**src/rtl/spi_sclk_ctrl.sv**
```systemverilog
// SPI serial-clock sequencer: divides CLK by a runtime half-period and emits NUM_BITS SCLK periods per START.
// Optional macro SPI_SCLK_STALL_EN adds the STALL port that freezes the divider during a burst.
module spi_sclk_ctrl #(
  parameter int unsigned DIV_W = 32,
  parameter int unsigned CNT_W = 8
) (
  input  logic             CLK,
  input  logic             RST,
  input  logic [DIV_W-1:0] FACTOR,
  input  logic [CNT_W-1:0] NUM_BITS,
  input  logic             CPOL,
  input  logic             START,
  input  logic             ABORT,
`ifdef SPI_SCLK_STALL_EN
  input  logic             STALL,
`endif
  output logic             SCLK,
  output logic             LEAD_EDGE,
  output logic             TRAIL_EDGE,
  output logic             BUSY,
  output logic             DONE
);

  typedef enum logic {S_IDLE, S_RUN} state_e;

  state_e           state_q, state_d;
  logic [DIV_W-1:0] half_q, half_d;
  logic [DIV_W-1:0] reload_q, reload_d;
  logic [CNT_W:0]   tog_q, tog_d;
  logic             cpol_q, cpol_d;
  logic             sclk_q, sclk_d;
  logic             lead_q, lead_d;
  logic             trail_q, trail_d;
  logic             busy_q, busy_d;
  logic             done_q, done_d;

  logic             stall;
  logic             start_ok;
  logic             tick;
  logic             last;
  logic [DIV_W-1:0] fm1;

`ifdef SPI_SCLK_STALL_EN
  assign stall = STALL;
`else
  assign stall = 1'b0;
`endif

  // A START landing in the DONE cycle is dropped rather than queued.
  assign start_ok = START && !done_q;
  assign tick     = (half_q == '0) && !stall;
  assign last     = (tog_q == (CNT_W+1)'(1));
  assign fm1      = (FACTOR == '0) ? '0 : FACTOR - DIV_W'(1);

  always_ff @(posedge CLK) begin
    if (RST) begin
      state_q  <= S_IDLE;
      half_q   <= '0;
      reload_q <= '0;
      tog_q    <= '0;
      cpol_q   <= 1'b0;
      sclk_q   <= 1'b0;
      lead_q   <= 1'b0;
      trail_q  <= 1'b0;
      busy_q   <= 1'b0;
      done_q   <= 1'b0;
    end else begin
      state_q  <= state_d;
      half_q   <= half_d;
      reload_q <= reload_d;
      tog_q    <= tog_d;
      cpol_q   <= cpol_d;
      sclk_q   <= sclk_d;
      lead_q   <= lead_d;
      trail_q  <= trail_d;
      busy_q   <= busy_d;
      done_q   <= done_d;
    end
  end

  always_comb begin
    state_d = state_q;
    unique case (state_q)
      S_IDLE: if (start_ok && (NUM_BITS != '0)) state_d = S_RUN;
      S_RUN:  if (ABORT || (tick && last))      state_d = S_IDLE;
      default: state_d = S_IDLE;
    endcase
  end

  always_comb begin
    half_d   = half_q;
    reload_d = reload_q;
    tog_d    = tog_q;
    cpol_d   = cpol_q;
    sclk_d   = sclk_q;
    lead_d   = 1'b0;
    trail_d  = 1'b0;
    busy_d   = busy_q;
    done_d   = 1'b0;
    unique case (state_q)
      S_IDLE: begin
        if (start_ok) begin
          cpol_d = CPOL;
          sclk_d = CPOL;
          if (NUM_BITS != '0) begin
            busy_d   = 1'b1;
            half_d   = fm1;
            reload_d = fm1;
            tog_d    = {NUM_BITS, 1'b0};
          end else begin
            done_d = 1'b1;
          end
        end
      end
      S_RUN: begin
        if (ABORT) begin
          sclk_d = cpol_q;
          busy_d = 1'b0;
        end else if (!stall) begin
          if (tick) begin
            sclk_d = ~sclk_q;
            half_d = reload_q;
            tog_d  = tog_q - (CNT_W+1)'(1);
            // Remaining count even before a toggle means it is an odd-numbered (leading) toggle.
            if (!tog_q[0]) begin
              lead_d = 1'b1;
            end else begin
              trail_d = 1'b1;
            end
            if (last) begin
              done_d = 1'b1;
              busy_d = 1'b0;
            end
          end else begin
            half_d = half_q - DIV_W'(1);
          end
        end
      end
      default: ;
    endcase
  end

  assign SCLK       = sclk_q;
  assign LEAD_EDGE  = lead_q;
  assign TRAIL_EDGE = trail_q;
  assign BUSY       = busy_q;
  assign DONE       = done_q;

endmodule

```
**config.mk**
```make
export PLATFORM = sky130hd
export DESIGN_NAME = spi_sclk_ctrl
export DESIGN_NICKNAME = d
export VERILOG_FILES = /design/src/rtl/spi_sclk_ctrl.sv
export SDC_FILE = /design/constraint.sdc
export NUM_CORES = 1
export LEC_CHECK = 0
export CAP_MARGIN = 20
export CORE_UTILIZATION = 58
export CTS_CLUSTER_SIZE = 12
export DETAILED_ROUTE_END_ITERATION = 12
export PLACE_DENSITY = 0.81
export REMOVE_ABC_BUFFERS = 1
export SLEW_MARGIN = 10
export SYNTH_ARGS = -nofsm -noshare
export SYNTH_HDL_FRONTEND = slang
export SYNTH_SLANG_ARGS = --single-unit
export TNS_END_PERCENT = 20
```
**constraint.sdc**
```tcl
create_clock -name CLK -period 3.06 [get_ports CLK]
set_clock_uncertainty 0.2 [all_clocks]
set_input_delay 0.612 -clock CLK [delete_from_list [all_inputs] [get_ports CLK]]
set_output_delay 0.612 -clock CLK [all_outputs]
set_load 0.03 [all_outputs]
```
# Word-level counts from Yosys, hierarchy flattened
# Cells that the tools add are included.
# totals
in_bits	45
reg_bits	80
# op_classes
n_bitwise	3
eq_ne	7
n_reduce_logical	15
mux	32
add_sub_neg	3
# ops
operator	n
$mux W32	5
$logic_not A32 Y1	2
$pmux W32 S2	1
$sub A32 B1 Y32 const B	2
$mux W9	4
$pmux W9 S2	1
$mux W1	17
$eq A9 B1 Y1 const B	1
$sub A9 B1 Y9 const B	1
$pmux W1 S2	4
$reduce_and A4 Y1	2
$reduce_bool A8 Y1	1
$ne A2 B2 Y1 const B	3
$ne A3 B2 Y1 const B	2
$reduce_and A3 Y1	2
$reduce_and A2 Y1	2
$reduce_or A4 Y1	1
$logic_and A1 B1 Y1	3
$not A1 Y1	3
$ne A2 B1 Y1 const B	1
$logic_not A1 Y1	1
$logic_or A1 B1 Y1	1

# Depth between registers and ports, before layout
# Gate-level depths: netlist (run 1).
# logic_depth
depth_word	5
ltp_mapped	9
mapped_depth_nobuf	8

# Worst setup path after synthesis (run 1)
# OpenSTA, ideal clock, no wires.
# synth_path
kind	input-to-reg
start	in FACTOR[30]
end	reg half_q[18]
setup_ns	0.134
t_arrival_ns	2.440
path_stages	7
path_slack_ns	0.286
cell_sequence	or4_1 or3_1 nor3_2 nor2_2 buf_2 a21oi_1 a211oi_1
# synth_via
elab_chain_cells	5
# synth_rtl
item	line_no	source
start: declaration	9	input logic [DIV_W-1:0] FACTOR,
$logic_not A32 Y1	53	assign fm1 = (FACTOR == '0) ? '0 : FACTOR - DIV_W'(1);
$mux W32	53	
$mux W32	105	if (NUM_BITS != '0) begin
$mux W32	102	if (start_ok) begin
$pmux W32 S2	100	unique case (state_q)
end signal: assignment	69	half_q <= half_d;
end: declaration	27	logic [DIV_W-1:0] half_q, half_d;
# No other way between the ends. The select of a mux whose other input is x is not followed.
# A chain may end at the register's enable or synchronous reset.

# Worst setup path after layout (run 1)
# layout_path
start	in FACTOR[0]
end	reg half_q[15]
# layout_via
elab_chain_cells	5
elab_cells_between_ends	6
cone_classes	1 x add/sub; 4 x mux; 1 x reduce/logical
# layout_rtl
item	line_no
$sub A32 B1 Y32 or $logic_not A32 Y1 (tied branches)	53
$mux W32 (*)	53
$mux W32 (*)	105
$mux W32 (*)	102
$pmux W32 S2 (*)	100
# Every way passes the cells marked *; elsewhere a longest branch is shown, timed or not. The select of a mux whose other input is x is not followed.

==> results.md, run 1 <==
- Status: finished clean
- Max Freq: 0.335 GHz
- ANT cells: 0
- CP startpoint kind: input pin
- Largest area contributor in the netlist: dfxtp_1
- Final setup fails: 0
- Clock Tree Buf Depth: 2
- DRT iter0 DRCs: 447
- Final cell count without fillers: 851
- Internal power: 1.88 mW
- Top cells by area, synth: dfxtp_1 (31%), nor2_1 (6.8%), a21oi_1 (5.3%)
- Pwr dens: 447 mW/mm²
- Simple-gate share of the synthesized area: 28.7%
- Largest net degree at the start of global routing: 62
- Maximum VDD drop: 291 µV
- Final Hold Viols: 0
- Mapped Area: 0.00511 mm²
- TritonCTS Buffers: 9
- Commonest non-fill, non-tap cell in the layout: nor2_1
- # rows: 33
- Total track usage: 36.3%
- Mux cell area share after synthesis: 2.33%
- Sequential share of the synthesized area: 31.3%
- Post-CTS sizing: 0
- IO Port Bufs: 49
- Maxcap violations: 0
- Antenna-violating nets left: 0
- H-tree depth: 3
- XOR/XNOR Fraction of Synth Area: 7.88%
- CP startpoint: FACTOR[0]
- Initial Utilization: 61.0%
- Tmin final: 2.99 ns
- DR WL/cell: 18.8 µm
- Crit Path Max Fanout: 16
- Critical setup path kind: in2reg
- Initial antenna violation count: 0
- Hold Path Class: reg2reg
- DR pass1 iterations: 5
- TritonCTS Sinks: 80
- Share of total power in sequential cells: 42.8%
- Area delta synth->final: 24.0%
- CTS tree: yes
- Fraction of layout cells with a size suffix above 1: 16.1%
- Combinational family with the most area after synthesis: simple AND/OR/NAND/NOR gates
- Core area: 0.00838 mm²
- Synth Area in Compound Gates: 23.8%
- Die ar.: 0.00919 mm²
- Leak pwr: 2.42 nW
- Arr. time, crit path: 3.05 ns
- Detailed placement HPWL: 11300 µm
- FF-to-FF End: half_q[0]
- Hold-fix buffers, CTS: 0
- Worst r2r src: half_q[23]
- Ys Warns: 0
- Combinational Power Share: 28.2%
- Number of synthesized flops with an enable pin: 0
- Sw Ratio: 33.4%
- Placed cells: 835
- First-pass GRT wire length: 25500 µm
- R2R depth: 8
- Routed vias/inst: 6.52
- Switching power of the nets: 946 µW
- Top Ports: 50
- Relative slew slack: 40.2%
- Synth top area share: 31.3%
- Register-to-Register Setup Slack: 0.26 ns
- Total congestion overflow: 0
- Final GP Congestion: 0.983
- Die W: 95.9 µm
- Crit. End Element: flop
- Main flop type after synthesis: dfxtp_1
- Vias in the first global route: 5270
- RSZ-0062 raised after global routing: false
- Via count: 5552
- Die Y: 95.9 µm
- Most frequent cells in the layout: nor2_1 (91), dfxtp_1 (80), buf_4 (70), a21oi_1 (54), clkdlybuf4s50_1 (48)
- Post-route clock period utilization: 97.6%
- Clock latency on the worst-skew pair: 0.36 ns
- Asr flop ratio synth: 0%
- Share of power burned in the clock network: 28.9%
- Fin nets: 791
- Clk pin slew, worst setup/hold paths: 0.09 ns
- Final Max Slew Viols: 0
- DRC: 0
- Library cells used by synthesis: 69
- Routed WL: 16000 µm
- Flops & latches, synth: 80
- Root Buffer Master: clkbuf_8
- Worst-Margin Slew: 0.896 ns
- Synth Area in Adders: 1.22%
- Setup crit end: half_q[15]
- Required time of the critical path: 3.12 ns
- Syn Area/Cell: 7.85 µm²
- Post-CTS setup buffer count: 0
- Hold WS: 0.274 ns
- Synth Instances: 651
==> per-stage QoR <==
stage / power, mW / setup TNS (ns) / cell area (µm²) / worst slack [ns] / utilization (%)
floorplan: 1.67 / -3.58 / 4920 / -0.265 / -
global placement: 1.99 / -5.17 / 6140 / -0.180 / 73.3
detailed placement: 2.01 / -7.07 / 6140 / -0.249 / 73.3
CTS: 2.81 / 0 / 6340 / 0.150 / 75.6
global route: 2.95 / 0 / 6340 / 0.0282 / 75.6
finish: 2.83 / 0 / 6340 / 0.0722 / 75.6
==> critical path, cell delays in order <==
cell and delay (ns):
clkdlybuf4s50_1 0.50, inv_1 0.06, ha_1 0.21, nor2b_1 0.16
nand4b_1 0.10, buf_4 0.16, nor3_2 0.07, nor2_2 0.69
a21oi_1 0.17, a221oi_1 0.32
==> Yosys cell counts (all sizes together), types with 3 or more instances <==
library cell and count:
o2bb2ai 3, a221oi 3, nand3 13, o32ai 3
clkbuf 29, a211oi 23, or3 16, mux2 6
a21oi 55, nor4 23, mux2i 4, or4 7
nor2b 4, and3 3, nand2b 6, xnor2 17
a211o 3, nand4b 3, nor3 44, buf 15
a21o 6, nand4bb 3, a31oi 7, o31ai 5
o211ai 10, or2 3, nand2 39, o22ai 5
o21ai 22, nand4 5, nor4b 3, nor2 93
xor2 29, ha 5, inv 12, dfxtp 80
a22oi 23
==> kinds of logic (layout without fill, tap and decap cells) <==
family	after synthesis	after routing
XOR/XNOR	46	46
AO/OA/AOI/OAI	182	182
adder cells (fa/ha/maj)	5	5
buffers and inverters	56	151
AND/OR/NAND/NOR	272	272
multiplexers	10	10
flip-flops	80	80
==> cell type report <==
class / instances / area (µm²)
well taps: 105 / 131
repair buffers: 123 / 1090
multi-input cells: 515 / 3270
flip-flops and latches: 80 / 1600
inverters: 12 / 45.0
fillers: 625 / 2040
clock buffers: 11 / 141
clock inverters: 5 / 56.3
==> power by group through the flow <==
stage | Clock (mW) | Combinational (mW) | Sequential, mW
floorplan | 0 | 0.452 | 1.22
global placement | 0 | 0.757 | 1.23
detailed placement | 0 | 0.776 | 1.23
CTS | 0.816 | 0.783 | 1.21
global route | 0.870 | 0.857 | 1.23
finish | 0.819 | 0.799 | 1.21
==> registers in the layout, summed over array words and instances (netlist names) <==
| signal | cells |
|---|---|
| tog_q | 9 |
| state_q | 1 |
| half_q | 32 |
| SCLK | 1 |
| LEAD_EDGE | 1 |
| BUSY | 1 |
| TRAIL_EDGE | 1 |
| cpol_q | 1 |
| DONE | 1 |
| reload_q | 32 |
==> per-layer routing <==
layer  GRT usage, %  wire length (µm)  vias up
met4           16.8               478        0
met2           59.4              7510      302
li1               -                 -     2588
met3           5.69              1380       48
met1           46.8              6620     2614
met5              0                 0        -
==> worst min-delay path by stage <==
| stage | start | to | depth (start not counted) |
|---|---|---|---|
| global route | reload_q[30] | reload_q[30] | 2 |
| finish | reload_q[30] | reload_q[30] | 2 |
| detailed placement | reload_q[30] | reload_q[30] | 2 |
| global placement | reload_q[30] | reload_q[30] | 2 |
| floorplan | reload_q[14] | reload_q[14] | 2 |
| CTS | reload_q[30] | reload_q[30] | 2 |
Power figures use the tool's default switching activity.
==> run 2, diff against run 1 <==
--- a/config.mk
+++ b/config.mk
@@ -6,11 +6,12 @@
 export NUM_CORES = 1
 export LEC_CHECK = 0
 export CAP_MARGIN = 20
-export CORE_UTILIZATION = 58
+export CELL_PAD_IN_SITES_DETAIL_PLACEMENT = 1
+export CELL_PAD_IN_SITES_GLOBAL_PLACEMENT = 2
+export CORE_UTILIZATION = 37
 export CTS_CLUSTER_SIZE = 12
 export DETAILED_ROUTE_END_ITERATION = 12
-export PLACE_DENSITY = 0.81
-export REMOVE_ABC_BUFFERS = 1
+export PLACE_DENSITY_LB_ADDON = 0.1
 export SLEW_MARGIN = 10
 export SYNTH_ARGS = -nofsm -noshare
 export SYNTH_HDL_FRONTEND = slang
==> constraint.sdc (replaced) <==
create_clock -name CLK -period 3.6 [get_ports CLK]
set_clock_uncertainty 0.2 [all_clocks]
set_input_delay 0.72 -clock CLK [delete_from_list [all_inputs] [get_ports CLK]]
set_output_delay 0.72 -clock CLK [all_outputs]
set_load 0.03 [all_outputs]
==> run 2 against run 1 <==
  * Sequential power decreased by 15%
  * Total power down 9.7%
  * Worst setup slack improved by 0.29 ns
  * Routed wire length is 11% higher
  * Largest power group unchanged
  * Count of clock-buffer cells in the layout did not move
  * Via count fell by 7.4%
  * Critical path type unchanged
==> results.md, run 2 (synthesis gave the netlist of run 1 again) <==
- TritonCTS Sinks: 80
- Routed WL: 17800 µm
- Maxcap violations: 0
- Post-CTS setup buffer count: 0
- DR WL/cell: 20.3 µm
- Sw Ratio: 33.1%
- Switching power of the nets: 845 µW
- IO Port Bufs: 49
- Via count: 5140
- Combinational Power Share: 25.2%
- Hold WS: 0.257 ns
- Leak pwr: 2.24 nW
- Area delta synth->final: 20.2%
- Final Hold Viols: 0
- Vias in the first global route: 5203
- Arr. time, crit path: 3.28 ns
- Core area: 0.0133 mm²
- Syn nets: 701
- Fraction of layout cells with a size suffix above 1: 11.0%
- Crit. End Element: flop
- Max Freq: 0.309 GHz
- Area of the multi-input gates: 0.00327 mm²
- Relative slew slack: 41.4%
- Fin nets: 748
- Die Y: 120 µm
- Antenna-violating nets left: 0
- Hold Path Class: reg2reg
- Clock Tree Buf Depth: 2
- DRT iter0 DRCs: 280
- Required time of the critical path: 3.64 ns
- Post-CTS sizing: 0
- Internal power: 1.71 mW
- Tmin final: 3.23 ns
- Final setup fails: 0
- First-pass GRT wire length: 28400 µm
- DR pass1 iterations: 4
- DRC: 0
- Top Ports: 50
- Placed Area: 0.00587 mm²
- Worst-Margin Slew: 0.878 ns
- Total track usage: 25.6%
- ANT cells: 0
- Detailed placement HPWL: 12800 µm
- Register-to-Register Setup Slack: 0.57 ns
- TritonCTS Buffers: 9
- Die ar.: 0.0143 mm²
- Status: finished clean
- Design Area, Final: 0.00614 mm²
- CP startpoint kind: input pin
- Initial Utilization: 38.3%
- Top Registers: half_q: 32 flops, reload_q: 32 flops, tog_q: 9 flops
- RSZ-0062 raised after global routing: false
- Hold-fix buffers, CTS: 0
- Total congestion overflow: 0
- Routed vias/inst: 5.85
- Clk pin slew, worst setup/hold paths: 0.06 ns
- Commonest non-fill, non-tap cell in the layout: nor2_1
- Clock latency on the worst-skew pair: 0.34 ns
- Final GP Congestion: 0.806
- Share of power burned in the clock network: 34.5%
- Crit Path Max Fanout: 6
- Final Max Slew Viols: 0
- Root Buffer Master: clkbuf_16
- Reg area: 0.00160 mm²
- Share of total power in sequential cells: 40.3%
- Pwr dens: 416 mW/mm²
- Die W: 120 µm
- Most frequent cells in the layout: nor2_1 (91), dfxtp_1 (80), a21oi_1 (54), clkdlybuf4s50_1 (48)
- Fillers: 1650
- Critical setup path kind: in2reg
- CTS tree: yes
- Post-route clock period utilization: 89.8%
- H-tree depth: 3
- # rows: 42
- Maximum VDD drop: 212 µV
- Initial antenna violation count: 0
- Largest net degree at the start of global routing: 52
-- run 2: changes by cell type in the layout (fill, tap and decap cells not counted), sizes merged --
cell	before	now
buf	75	32
bufinv	1	0
inv	12	13
-- run 2: final timing paths --
check	depth (start not counted)	endpoint	startpoint
hold / removal	2	reload_q[14]	reload_q[14]
setup reg to reg	7	tog_q[3]	half_q[12]
setup / recovery	8	half_q[16]	FACTOR[8]
hold reg to reg	2	reload_q[14]	reload_q[14]
-- run 2: metal layers --
metal	vias to the layer above	routed length, µm	global-route usage, %
li1	2491	-	-
met1	2538	8060	33.4
met2	97	8720	44.1
met3	14	772	2.90
met4	0	245	7.73
met5	-	0	0
-- run 2: layout make-up --
cell class | count | share of cell area [%]
Clock inverter | 5 | 0.509
Timing Repair Buffer | 80 | 11.9
Tap cell | 176 | 3.58
Inverter | 12 | 0.733
Sequential cell | 80 | 26.1
Clock buffer | 11 | 3.95
Multi-Input combinational cell | 515 | 53.3
-- run 2: power by group through the flow --
| stage | sequential (mW) | clock [mW] | combinational [mW] |
|---|---|---|---|
| finish | 1.03 | 0.882 | 0.645 |
| global route | 1.04 | 0.928 | 0.709 |
| CTS | 1.03 | 0.895 | 0.648 |
| detailed placement | 1.05 | 0 | 0.643 |
| global placement | 1.04 | 0 | 0.626 |
| floorplan | 1.03 | 0 | 0.424 |
-- run 2: worst max-delay path: stages --
cell	delay, ns
clkdlybuf4s50_1	0.48
nor4_1	0.48
nand4b_1	0.33
buf_4	0.26
nor4b_1	0.37
xor2_1	0.23
a21oi_1	0.09
a211oi_1	0.31
-- run 2: stage by stage --
step	TNS [ns]	utilization, %	std cells	power, mW	worst slack (ns)
after detailed placement	-0.00695	44.0	863	1.69	-0.00695
final	0	46.0	879	2.56	0.366
after global routing	0	46.0	879	2.68	0.114
after CTS	0	46.0	879	2.57	0.347
after global placement	0	44.0	863	1.67	0.157
after floorplan	0	-	651	1.45	0.718
==> run 3, diff against run 2 <==
--- a/config.mk
+++ b/config.mk
@@ -9,8 +9,10 @@
 export CELL_PAD_IN_SITES_DETAIL_PLACEMENT = 1
 export CELL_PAD_IN_SITES_GLOBAL_PLACEMENT = 2
 export CORE_UTILIZATION = 37
+export CTS_CLUSTER_DIAMETER = 60
 export CTS_CLUSTER_SIZE = 12
 export DETAILED_ROUTE_END_ITERATION = 12
+export HOLD_SLACK_MARGIN = 0.1
 export PLACE_DENSITY_LB_ADDON = 0.1
 export SLEW_MARGIN = 10
 export SYNTH_ARGS = -nofsm -noshare
==> constraint.sdc (replaced) <==
create_clock -name CLK -period 4.1 [get_ports CLK]
set_clock_uncertainty 0.2 [all_clocks]
set_input_delay 0.82 -clock CLK [delete_from_list [all_inputs] [get_ports CLK]]
set_output_delay 0.82 -clock CLK [all_outputs]
set_load 0.03 [all_outputs]
==> run 3 against run 2 <==
  * Non-clock buffer count decreased by 11
  * Die area did not move
  * Register-to-register slack better by 0.46 ns
  * Sequential share of layout area rose by 0.39 points
  * Sequential power fell by 11%
  * Total power decreased by 13%
  * Hold slack improved by 0.0058 ns
  * Count of clock-buffer cells in the layout unchanged
  * Critical path type unchanged
==> results.md, run 3 (synthesis gave the netlist of run 1 again) <==
- Status: finished clean
- Critical setup path kind: in2reg
- Antenna-violating nets left: 0
- Final Max Slew Viols: 0
- Clock latency on the worst-skew pair: 0.35 ns
- Maxcap violations: 0
- Die ar.: 0.0143 mm²
- ANT cells: 0
- Via count: 5255
- Final GP Congestion: 0.815
- RSZ-0062 raised after global routing: false
- WP depth: 10
- Syn nets: 701
- Final setup fails: 0
- CP startpoint kind: input pin
- Root Buffer Master: clkbuf_16
- Hold Path Class: reg2reg
- Fin nets: 737
- Combinational Power Share: 25.3%
- Vias in the first global route: 5282
- CP peak stage delay: 0.69 ns
- Required time of the critical path: 4.15 ns
- Pwr dens: 369 mW/mm²
- Core area: 0.0133 mm²
- Hold Crit Start: reload_q[20]
- Crit-path slowest cell: nor2_2
- Arr. time, crit path: 3.46 ns
- DRT iter0 DRCs: 305
- Detailed placement HPWL: 13000 µm
- Post-CTS setup buffer count: 0
- # rows: 42
- CTS tree: yes
- Total congestion overflow: 0
- Most frequent cells in the layout: nor2_1 (91), dfxtp_1 (80), a21oi_1 (54), clkdlybuf4s50_1 (48)
- IO Port Bufs: 49
- Crit Path Max Fanout: 16
- Maximum VDD drop: 166 µV
- Tmin final: 3.41 ns
- Max Freq: 0.294 GHz
- Initial antenna violation count: 0
- Top Registers: half_q: 32 flops, reload_q: 32 flops, tog_q: 9 flops
- TritonCTS Sinks: 80
- Die Y: 120 µm
- Hold-critical path depth: 2
- Commonest non-fill, non-tap cell in the layout: nor2_1
- H-tree depth: 3
- Top Family by Delay on Critical Path: simple AND/OR/NAND/NOR gates
- Cells along the critical path: clkdlybuf4s50_1 > inv_1 > ha_1 > nor2b_1 > nand4b_1 > buf_4 > nor3_2 > nor2_2 > a21oi_1 > a211oi_1
- Hold-fix buffers, CTS: 0
- Share of power burned in the clock network: 33.9%
- Switching power of the nets: 754 µW
- Placed Area: 0.00579 mm²
- Worst-Margin Slew: 1.12 ns
- Fraction of layout cells with a size suffix above 1: 9.39%
- Top Ports: 50
- CP startpoint: FACTOR[0]
- Setup TNS Final: 0 ns
- Die W: 120 µm
- Post-route setup slack: 0.694 ns
- Worst Path Buf+Inv: 3
- Routed WL: 18600 µm
- Clock Tree Buf Depth: 2
- Share of total power in sequential cells: 40.9%
- Final Hold Viols: 0
- Pre-CTS WS: 0.374 ns
- TritonCTS Buffers: 9
- Internal power: 1.48 mW
- Design Area, Final: 0.00605 mm²
- Routed vias/inst: 6.05
- R2R depth: 8
- DR pass1 iterations: 5
- Leak pwr: 2.17 nW
- Sw Ratio: 33.7%
- DR WL/cell: 21.4 µm
- Crit. End Element: flop
- Relative slew slack: 25.4%
- Total track usage: 27.1%
- First-pass GRT wire length: 29600 µm
- Post-CTS sizing: 0
- Clk pin slew, worst setup/hold paths: 0.06 ns
- Largest net degree at the start of global routing: 62
- Fillers: 1652
- DRC: 0
- Initial Utilization: 38.3%
- Area delta synth->final: 18.4%
- Worst r2r src: half_q[0]
- Post-route clock period utilization: 83.1%
-- run 3: layout make-up --
type	instances	area, µm²	area share [%]
inverters	12	45.0	0.744
clock buffers	11	233	3.84
clock inverters	5	33.8	0.558
repair buffers	69	648	10.7
multi-input cells	515	3270	54.1
flip-flops and latches	80	1600	26.5
well taps	176	220	3.64
-- run 3: tightest hold or removal path, cell delays in order, from the launching register on --
cell and delay, ns:
dfxtp_1 0.31, nand2_1 0.05, a21oi_1 0.05
-- run 3: final timing paths --
| check | to | slack (ns) |
|---|---|---|
| min reg2reg | reload_q[20] | 0.26 |
| max | half_q[8] | 0.69 |
| min | reload_q[20] | 0.26 |
| max reg2reg | half_q[26] | 1.03 |
-- run 3: stage by stage --
| step | util, % | cells | power, mW | hold slack, ns |
|---|---|---|---|---|
| final | 45.4 | 868 | 2.24 | 0.263 |
| after floorplan | - | 651 | 1.27 | 0.232 |
| after global placement | 43.4 | 852 | 1.47 | 0.241 |
| after global routing | 45.4 | 868 | 2.34 | 0.282 |
| after detailed placement | 43.4 | 852 | 1.49 | 0.252 |
| after CTS | 45.4 | 868 | 2.24 | 0.261 |
-- run 3: power by group through the flow --
stage	Combinational (mW)	Sequential [mW]	Clock, mW
5_1_grt	0.616	0.920	0.805
3_5_place_dp	0.559	0.927	0
2_1_floorplan	0.372	0.900	0
6_report	0.565	0.913	0.757
3_3_place_gp	0.544	0.923	0
4_1_cts	0.563	0.910	0.771
-- run 3: per-layer routing --
layer	GRT usage (%)	routed length (µm)	part of all wire, %	up-vias
met4	9.38	370	2.0	0
met1	35.9	8700	47	2632
met2	44.8	8720	47	123
met3	3.99	800	4.3	28
met5	0	0	0	-
li1	-	-	-	2472
